[config.mk]
export PLATFORM = sky130hd
export DESIGN_NAME = if_fetch_unit
export DESIGN_NICKNAME = d
export VERILOG_FILES = /design/src/rtl/if_fetch_unit.sv
export SDC_FILE = /design/constraint.sdc
export NUM_CORES = 1
export LEC_CHECK = 0
export CORE_MARGIN = 5
export CORE_UTILIZATION = 25
export CTS_CLUSTER_SIZE = 16
export DETAILED_ROUTE_END_ITERATION = 7
export PLACE_DENSITY_LB_ADDON = 0.25
export SLEW_MARGIN = 20
export SYNTH_ARGS = -nofsm -noshare
export SYNTH_HDL_FRONTEND = slang
export SYNTH_SLANG_ARGS = --single-unit
[constraint.sdc]
create_clock -name clk -period 2.1 [get_ports clk]
set_input_delay 0.21 -clock clk [delete_from_list [all_inputs] [get_ports clk]]
set_output_delay 0.21 -clock clk [all_outputs]
set_load 0.02 [all_outputs]
[src/rtl/if_fetch_unit.sv]
// ----------------------------------------------------------------------------
// if_fetch_unit
//   Instruction-fetch front end. This is the producer side of the IF/ID
//   pipeline register. It owns the program counter and runs a req/ready
//   handshake with a variable-latency instruction memory. Each cycle it
//   presents {PC+STEP, Instruction, valid} to the IF stage register. It
//   honours downstream freeze and EXE branch redirects, and it drives a NOP
//   bubble whenever no real instruction is available.
//
// Ports
//   clk           in   1   single clock, all state changes on posedge
//   rst           in   1   synchronous, active-high reset
//   freeze        in   1   downstream stall; hold the current instruction
//   branch_taken  in   1   one-cycle redirect pulse from EXE
//   branch_addr   in   32  redirect target, used when branch_taken=1
//   imem_req      out  1   memory request, held until imem_ready
//   imem_addr     out  32  fetch address, stable while a request is open
//   imem_ready    in   1   one-cycle pulse: imem_rdata is valid
//   imem_rdata    in   32  instruction word
//   PC            out  32  address of the delivered instruction + PC_STEP
//   Instruction   out  32  delivered instruction, or NOP_INSTR if !valid
//   valid         out  1   PC/Instruction carry a real instruction
//   mem_wait      out  1   waiting on memory in FETCH (miss indicator)
// ----------------------------------------------------------------------------
module if_fetch_unit #(
  parameter logic [31:0] RESET_PC  = 32'h0000_0000,
  parameter logic [31:0] NOP_INSTR = 32'hE1A0_0000,
  parameter logic [31:0] PC_STEP   = 32'd4
) (
  input  logic        clk,
  input  logic        rst,
  input  logic        freeze,
  input  logic        branch_taken,
  input  logic [31:0] branch_addr,
  output logic        imem_req,
  output logic [31:0] imem_addr,
  input  logic        imem_ready,
  input  logic [31:0] imem_rdata,
  output logic [31:0] PC,
  output logic [31:0] Instruction,
  output logic        valid,
  output logic        mem_wait
);

  // FETCH: request open at r_pc. HOLD: the word is parked while downstream
  // is frozen. FLUSH: a redirect arrived mid-access, so the stale access
  // finishes before the unit moves to the saved target.
  typedef enum logic [1:0] {
    S_FETCH = 2'd0,
    S_HOLD  = 2'd1,
    S_FLUSH = 2'd2
  } state_t;

  state_t      r_state;
  state_t      w_state_nxt;
  logic [31:0] r_pc;
  logic [31:0] r_tgt;
  logic [31:0] r_hold;
  logic [31:0] w_pc_nxt;
  logic [31:0] w_tgt_nxt;
  logic [31:0] w_hold_nxt;
  logic [31:0] w_pc_inc;
  logic [31:0] w_instr;
  logic        w_valid;
  logic        w_req;

  // Modulo 2^32 addition. The top address wraps to zero by design.
  assign w_pc_inc = r_pc + PC_STEP;

  // NOTE: sequential state uses non-blocking assignments only. Every
  // register samples the same pre-edge values, and this holds regardless
  // of the order of the statements.
  always_ff @(posedge clk) begin
    if (rst) begin
      r_state <= S_FETCH;
      r_pc    <= RESET_PC;
      r_tgt   <= '0;
      r_hold  <= '0;
    end else begin
      r_state <= w_state_nxt;
      r_pc    <= w_pc_nxt;
      r_tgt   <= w_tgt_nxt;
      r_hold  <= w_hold_nxt;
    end
  end

  // NOTE: every signal written here gets a default value first. Any path
  // that skips an assignment then keeps the default, so no latch is inferred.
  always_comb begin
    w_state_nxt = r_state;
    w_pc_nxt    = r_pc;
    w_tgt_nxt   = r_tgt;
    w_hold_nxt  = r_hold;
    w_valid     = 1'b0;
    w_instr     = r_hold;
    w_req       = 1'b0;

    unique case (r_state)
      S_FETCH: begin
        w_req = 1'b1;
        if (imem_ready) begin
          if (branch_taken) begin
            // The word belongs to the wrong path. Drop it and refetch.
            w_pc_nxt = branch_addr;
          end else if (!freeze) begin
            w_valid  = 1'b1;
            w_instr  = imem_rdata;
            w_pc_nxt = w_pc_inc;
          end else begin
            // Downstream is stalled. Park the word until it can be taken.
            w_hold_nxt  = imem_rdata;
            w_state_nxt = S_HOLD;
          end
        end else if (branch_taken) begin
          // The address must stay stable, so only remember the target.
          w_tgt_nxt   = branch_addr;
          w_state_nxt = S_FLUSH;
        end
      end

      S_HOLD: begin
        if (branch_taken) begin
          w_pc_nxt    = branch_addr;
          w_state_nxt = S_FETCH;
        end else begin
          w_valid = 1'b1;
          w_instr = r_hold;
          if (!freeze) begin
            w_pc_nxt    = w_pc_inc;
            w_state_nxt = S_FETCH;
          end
        end
      end

      S_FLUSH: begin
        w_req = 1'b1;
        // The latest redirect wins, including one in the same cycle as ready.
        if (branch_taken) begin
          w_tgt_nxt = branch_addr;
        end
        if (imem_ready) begin
          w_pc_nxt    = branch_taken ? branch_addr : r_tgt;
          w_state_nxt = S_FETCH;
        end
      end

      default: begin
        w_state_nxt = S_FETCH;
      end
    endcase
  end

  // While rst is high the outputs show the idle reset view, whatever the
  // current (possibly uninitialised) state is.
  assign imem_req    = w_req & ~rst;
  assign imem_addr   = r_pc;
  assign valid       = w_valid & ~rst;
  assign Instruction = valid ? w_instr : NOP_INSTR;
  assign PC          = rst ? (RESET_PC + PC_STEP) : w_pc_inc;
  assign mem_wait    = ~rst & (r_state == S_FETCH) & ~imem_ready;

endmodule
==> results.md, run 1 <==
* CTS tree: yes
* Multi-input gate area at 3740 um^2
* CTS Buffer Depth at 2
* Die H at 161 um
* Startpoint Class: register
* CTS root buffer: clkbuf_16
* Synth Register Bits at 98
* Arrival @ worst endpoint at 1.97 ns
* Pwr dens at 546 nW/um^2
* Clock Latency Late Sink at 0.35 ns
* Worst path bufs/invs at 3
* Cells after synthesis at 826
* Critical R2R Launch: imem_addr[18]
* First-pass GRT wire length at 34600 um
* Yosys warnings at 0
* Syn Nets at 896
* Fmax at 459 MHz
* Crit end category: primary output
* Std-Cell Rows at 55
* Vias in the first global route at 6319
* Unrepaired setup endpoints after global routing: yes
* Worst reg-to-reg path cell count at 8
* Vias at 6752
* Final core area utilization at 41.7%
* Mean post-synth cell area at 6.93 um^2
* Placed insts at 1344
* Final Instance Count excl. Fillers at 1390
* Reg clk slew, reported paths at 0.08 ns
* DRC at 0
* Nets@finish at 1170
* Number of buffers inserted by hold repair at cts at 0
* GP Congestion at 0.877
* Share of layout cells above drive strength 1 at 30.5%
* Top Ports at 168
* Worst R2R End: imem_addr[27]
* Global-route usage over all layers at 16.3%
* Core Area at 22600 um^2
* Seq. cell area at 1990 um^2
* Post-synth EDFFs at 0
* Pin count of the biggest net entering global routing at 71
* Cells on Worst Hold Path at 2
* Family with the most delay on the worst path: simple AND/OR/NAND/NOR gates
* Initial DRC Count at 426
* Synth unique cells at 65
* Drt via density at 4.86
* CP required at 1.89 ns
* Setup WS post-layout at -0.0781 ns
* Post-layout min period at 2.18 ns
* Fill cells at 2319
* Static Leakage at 3.62 nW
* Final setup fails at 8
* Critical path, cell by cell: nand4_4, buf_4, nor4_2, buf_4, nand4_1, xor2_1, nor2_1, buf_4
* Max cap viols at 0
* I/O Buffers at 167
* Worst slew pin tran at 0.626 ns
* Die footprint at 26000 um^2
* Routed wire length at 22200 um
* H-tree levels at 3
* Relative max-transition margin at 58.3%
* Area growth, synth to finish at 64.4%
* WS Path Type: reg -> out
* Status: finished with violations
* Hold path startpoint: rst
* Initial antenna violation count at 1
* Setup WS pre-CTS at -0.329 ns
* Final period utilization at 104%
* Max-slew violation count at 0
* Register area share after synthesis at 34.3%
* Mapped Area at 5730 um^2
* Drt first pass iters at 5
* WL/cell at 16.0 um
* # clock sinks at 98
* Hold Violations, Final at 0
* Reg2Reg Setup Slack at 0.13 ns
* Worst vdd ir at 0.000363 V
* GR Overflow Total at 0
* Num CTS Buffers at 9
* Die span in x at 161 um
* Post-DRT Antenna Nets at 0
* Initial Utilization at 25.4%
* Asr flop ratio synth at 0%
* HP Class: in -> reg
* Failing checks: setup timing
* Ant. Diodes at 0
* Critical Path Fanout Max at 3
* Synth Flop Type: dfxtp_1
* Max incr delay on CP at 0.36 ns
* Layout Skew at 0.0136 ns
* HPWL after DPL at 16000 um
* Setup tns final at -0.392 ns
* Hold_ws at 0.137 ns
* Hold EP: r_tgt[22]
* Most Frequent Cell on Critical Path: buf_4
* Slowest-stage cell, CP: dfxtp_2
placed cells by master, fill, tap and decap left out, types with 11 or more instances in the layout:
cell / count
a21oi_1: 107
buf_2: 16
buf_4: 176
buf_6: 23
clkdlybuf4s50_1: 103
dfxtp_1: 76
dfxtp_2: 21
nand2_1: 239
nand3_1: 18
nand4_1: 11
nor2_1: 48
o21ai_0: 37
flip-flops by register name, summed over array words and instances, names as in the netlist:
register   count
imem_addr     32
r_hold        32
r_state        2
r_tgt         32
cell usage after synthesis, drive strengths merged (4+ instances only):
| cell | count | area [um^2] |
|---|---|---|
| nand2b | 8 | 52.6 |
| o21ai | 39 | 195 |
| dfxtp | 98 | 1960 |
| clkbuf | 50 | 199 |
| xnor2 | 13 | 114 |
| a211oi | 6 | 50.1 |
| a21oi | 118 | 591 |
| nand2 | 244 | 916 |
| o32ai | 5 | 43.8 |
| o311ai | 4 | 35.0 |
| xor2 | 11 | 96.3 |
| or3 | 4 | 25.0 |
| and4 | 7 | 62.6 |
| a22oi | 5 | 37.5 |
| a221o | 5 | 50.1 |
| nor3 | 11 | 60.1 |
| a31oi | 7 | 43.8 |
| buf | 21 | 145 |
| nor4 | 13 | 118 |
| nand4 | 16 | 149 |
| nand3 | 25 | 125 |
| o211ai | 7 | 52.6 |
| nor2b | 10 | 62.6 |
| nor2 | 58 | 233 |
| inv | 7 | 26.3 |
what timing repair did:
action / in CTS / in global routing
setup buffers: 17 / 15
endpoints found under the setup margin: 61 / 59
gates resized for setup: 304 / 90
pin swaps: 25 / 30
cloned: 1 / 1
how the worst max path moves through the flow:
| stage | endpoint | slack (ns) | start | cells after the start |
|---|---|---|---|---|
| after floorplan | PC[18] | -0.007 | imem_addr[2] | 6 |
| after global placement | Instruction[29] | -0.30 | freeze | 6 |
| after detailed placement | Instruction[21] | -0.33 | freeze | 6 |
| after CTS | PC[31] | -0.11 | imem_addr[2] | 7 |
| after global routing | PC[22] | -0.17 | imem_addr[15] | 8 |
| final | PC[22] | -0.08 | imem_addr[18] | 8 |
layout make-up:
cell class              count  share of cell area (%)
well taps                 285                    3.79
repair buffers            334                    31.3
clock inverters             6                    1.20
flip-flops and latches     98                    21.2
inverters                   8                   0.346
clock buffers              10                    2.43
multi-input cells         649                    39.7
power breakdown:
group          switching [W]  leakage [nW]  internal, W
sequential         0.0000723         0.810      0.00196
clock               0.000772         0.167      0.00117
combinational       0.000616          2.64     0.000549
total                0.00146          3.62      0.00368
cell families after synthesis:
kind of cell	synth area share [%]
fa+ha+maj	0.218
xor+xnor	3.67
mux	0.371
buf+inv	6.53
flops	34.3
compound gates	22.1
simple gates	32.9
per-layer routing:
layer / share of wire [%] / track usage, % / vias up
li1: - / - / 3389
met1: 46 / 22.4 / 3121
met2: 46 / 26.0 / 218
met3: 6.7 / 4.08 / 22
met4: 1.3 / 3.64 / 2
met5: 0.050 / 0 / -
stage by stage:
stage / power (W) / cell area [um^2]
2_1_floorplan: 0.00260 / 5740
3_3_place_gp: 0.00318 / 8570
3_5_place_dp: 0.00319 / 8570
4_1_cts: 0.00518 / 9030
5_1_grt: 0.00538 / 9420
6_report: 0.00514 / 9420
Power figures use the tool's default switching activity.
==> run 2: changes to the inputs <==
- RECOVER_POWER: default -> 100
==> results.md, run 2 (synthesized netlist as in run 1, its figures left out) <==
* Die H at 161 um (unchanged)
* Hold Violations, Final at 0 (unchanged)
* Initial antenna violation count at 1 (unchanged)
* Relative max-transition margin at 58.1% (-0.17 points)
* Post-layout min period at 2.18 ns (-0.00169 ns)
* Startpoint Class: register
* Critical R2R Launch: r_state[0]
* Hold path startpoint: rst
* Layout Skew at 0.0137 ns (+0.0000505 ns)
* Vias at 6716 (-0.53%)
* First-pass GRT wire length at 34600 um (unchanged)
* Nets@finish at 1170 (unchanged)
* Overall Power at 0.00511 W (-0.56%)
* HPWL after DPL at 16000 um (unchanged)
* Initial DRC Count at 424 (-0.47%)
* Worst slew pin tran at 0.629 ns (+0.00259 ns)
* Most frequent cells in the layout: 240 x nand2_1, 166 x buf_4, 107 x a21oi_1, 77 x dfxtp_1, 67 x clkdlybuf4s50_1
* Vias in the first global route at 6319 (unchanged)
* Final setup fails at 10 (+2)
* H-tree levels at 3 (unchanged)
* CTS Buffer Depth at 2 (unchanged)
* Unrepaired setup endpoints after global routing: yes
* Die footprint at 26000 um^2 (unchanged)
* Initial Utilization at 25.4% (unchanged)
* Max cap viols at 0 (unchanged)
* DRC at 0 (unchanged)
* Reg2Reg Setup Slack at 0.04 ns (-0.09 ns)
* Clk pwr share at 38.1% (+0.3 points)
* Status: finished with violations
* HP Class: in -> reg
* Ant. Diodes at 0 (unchanged)
* Pin count of the biggest net entering global routing at 71 (unchanged)
* Num CTS Buffers at 9 (unchanged)
* Cells on Worst Hold Path at 2 (unchanged)
* Worst vdd ir at 0.000362 V (-0.18%)
* Max-slew violation count at 0 (unchanged)
* Hold EP: r_tgt[22]
* CTS tree: yes
* Sw Ratio at 28.6% (+0.16 points)
* Top Ports at 168 (unchanged)
* WL/cell at 16.0 um (+0.32%)
* Commonest non-fill, non-tap cell in the layout: nand2_1
* WS Path Type: reg -> out
* Drt via density at 4.83 (-0.53%)
* Worst R2R End: imem_addr[13]
* Drt first pass iters at 5 (unchanged)
* Setup WS post-layout at -0.0764 ns (+0.00169 ns)
* Clock Latency Late Sink at 0.35 ns (about the same)
* Area growth, synth to finish at 63.2%
* Sequential share of power at 39.7% (+0.2 points)
* Final period utilization at 104% (about the same)
* Worst Setup SP: imem_addr[2]
* # clock sinks at 98 (unchanged)
* Reg clk slew, reported paths at 0.08 ns (about the same)
* Setup tns final at -0.396 ns (-0.00379 ns)
* Std-Cell Rows at 55 (unchanged)
* CP required at 1.89 ns (about the same)
* GR Overflow Total at 0 (unchanged)
* Int Pwr at 0.00365 W (-0.78%)
* Critical Path Fanout Max at 4 (+1)
* Core Area at 22600 um^2 (unchanged)
* GP Congestion at 0.877 (unchanged)
* Failing checks: setup timing
* Post-DRT Antenna Nets at 0 (unchanged)
* Fmax at 459 MHz (about the same)
* Logic pwr share at 22.2% (-0.5 points)
* Share of layout cells above drive strength 1 at 29.8% (-0.72 points)
* Die span in x at 161 um (unchanged)
* Global-route usage over all layers at 16.3% (unchanged)
* Arrival @ worst endpoint at 1.97 ns (about the same)
* Worst reg-to-reg path cell count at 7 (-1)
* Fill cells at 2329 (+0.43%)
* Pwr dens at 547 nW/um^2 (+0.14%)
* CTS root buffer: clkbuf_16
* Routed wire length at 22200 um (+0.32%)
* Static Leakage at 3.65 nW (+0.92%)
* I/O Buffers at 167 (unchanged)
* Psw at 0.00146 W (about the same)
* Crit end category: primary output
-- run 2: worst max-delay path by stage --
stage               slack [ns]              end
finish                   -0.08           PC[31]
global route             -0.17           PC[22]
CTS                      -0.11           PC[31]
detailed placement       -0.33  Instruction[21]
global placement         -0.30  Instruction[29]
floorplan               -0.007           PC[18]
-- run 2: what timing repair did --
action | in CTS | in global routing
hold buffers | 0 | 0
gates resized for setup | 304 | 90
setup buffers | 17 | 15
pin swaps | 25 | 30
endpoints found under the hold margin | 0 | 0
gates cloned | 1 | 1
endpoints found under the setup margin | 61 | 59
-- run 2: cell type report --
cell class | instances | area, um^2 | area share (%)
Clock buffer | 10 | 229 | 2.45
Clock inverter | 6 | 113 | 1.20
Inverter | 8 | 32.5 | 0.348
Multi-Input combinational cell | 649 | 3730 | 39.9
Sequential cell | 98 | 1990 | 21.3
Tap cell | 285 | 357 | 3.81
Timing Repair Buffer | 334 | 2900 | 31.0
-- run 2: per-layer routing --
layer | routed length (um) | track usage (%)
met3 | 1480 | 4.08
met1 | 10300 | 22.4
met4 | 281 | 3.64
met2 | 10200 | 26.0
met5 | 11 | 0
-- run 2: critical path, cell delays in order, from the launching register on --
cell and delay (ns):
dfxtp_2 0.36, buf_6 0.11, nand4_1 0.20, nor2_4 0.18, nand4_1 0.16, nor2_2 0.16
mux2_4 0.32, buf_6 0.13
-- run 2: power by group through the flow --
stage                     combinational [W]  clock (W)  sequential, W
after global routing                0.00123    0.00207        0.00204
after CTS                           0.00115    0.00200        0.00203
after detailed placement            0.00113          0        0.00206
after global placement              0.00113          0        0.00206
final                               0.00113    0.00195        0.00203
after floorplan                    0.000486          0        0.00211
-- run 2: through the flow --
| stage | util (%) | area (um^2) | worst slack (ns) | cells | hold slack, ns |
|---|---|---|---|---|---|
| 5_1_grt | 41.4 | 9350 | -0.175 | 1390 | 0.142 |
| 3_3_place_gp | 38.0 | 8570 | -0.297 | 1344 | 0.437 |
| 3_5_place_dp | 38.0 | 8570 | -0.329 | 1344 | 0.444 |
| 4_1_cts | 40.0 | 9030 | -0.111 | 1377 | 0.124 |
| 6_report | 41.4 | 9350 | -0.0764 | 1390 | 0.138 |
| 2_1_floorplan | - | 5740 | -0.00710 | 826 | 0.343 |
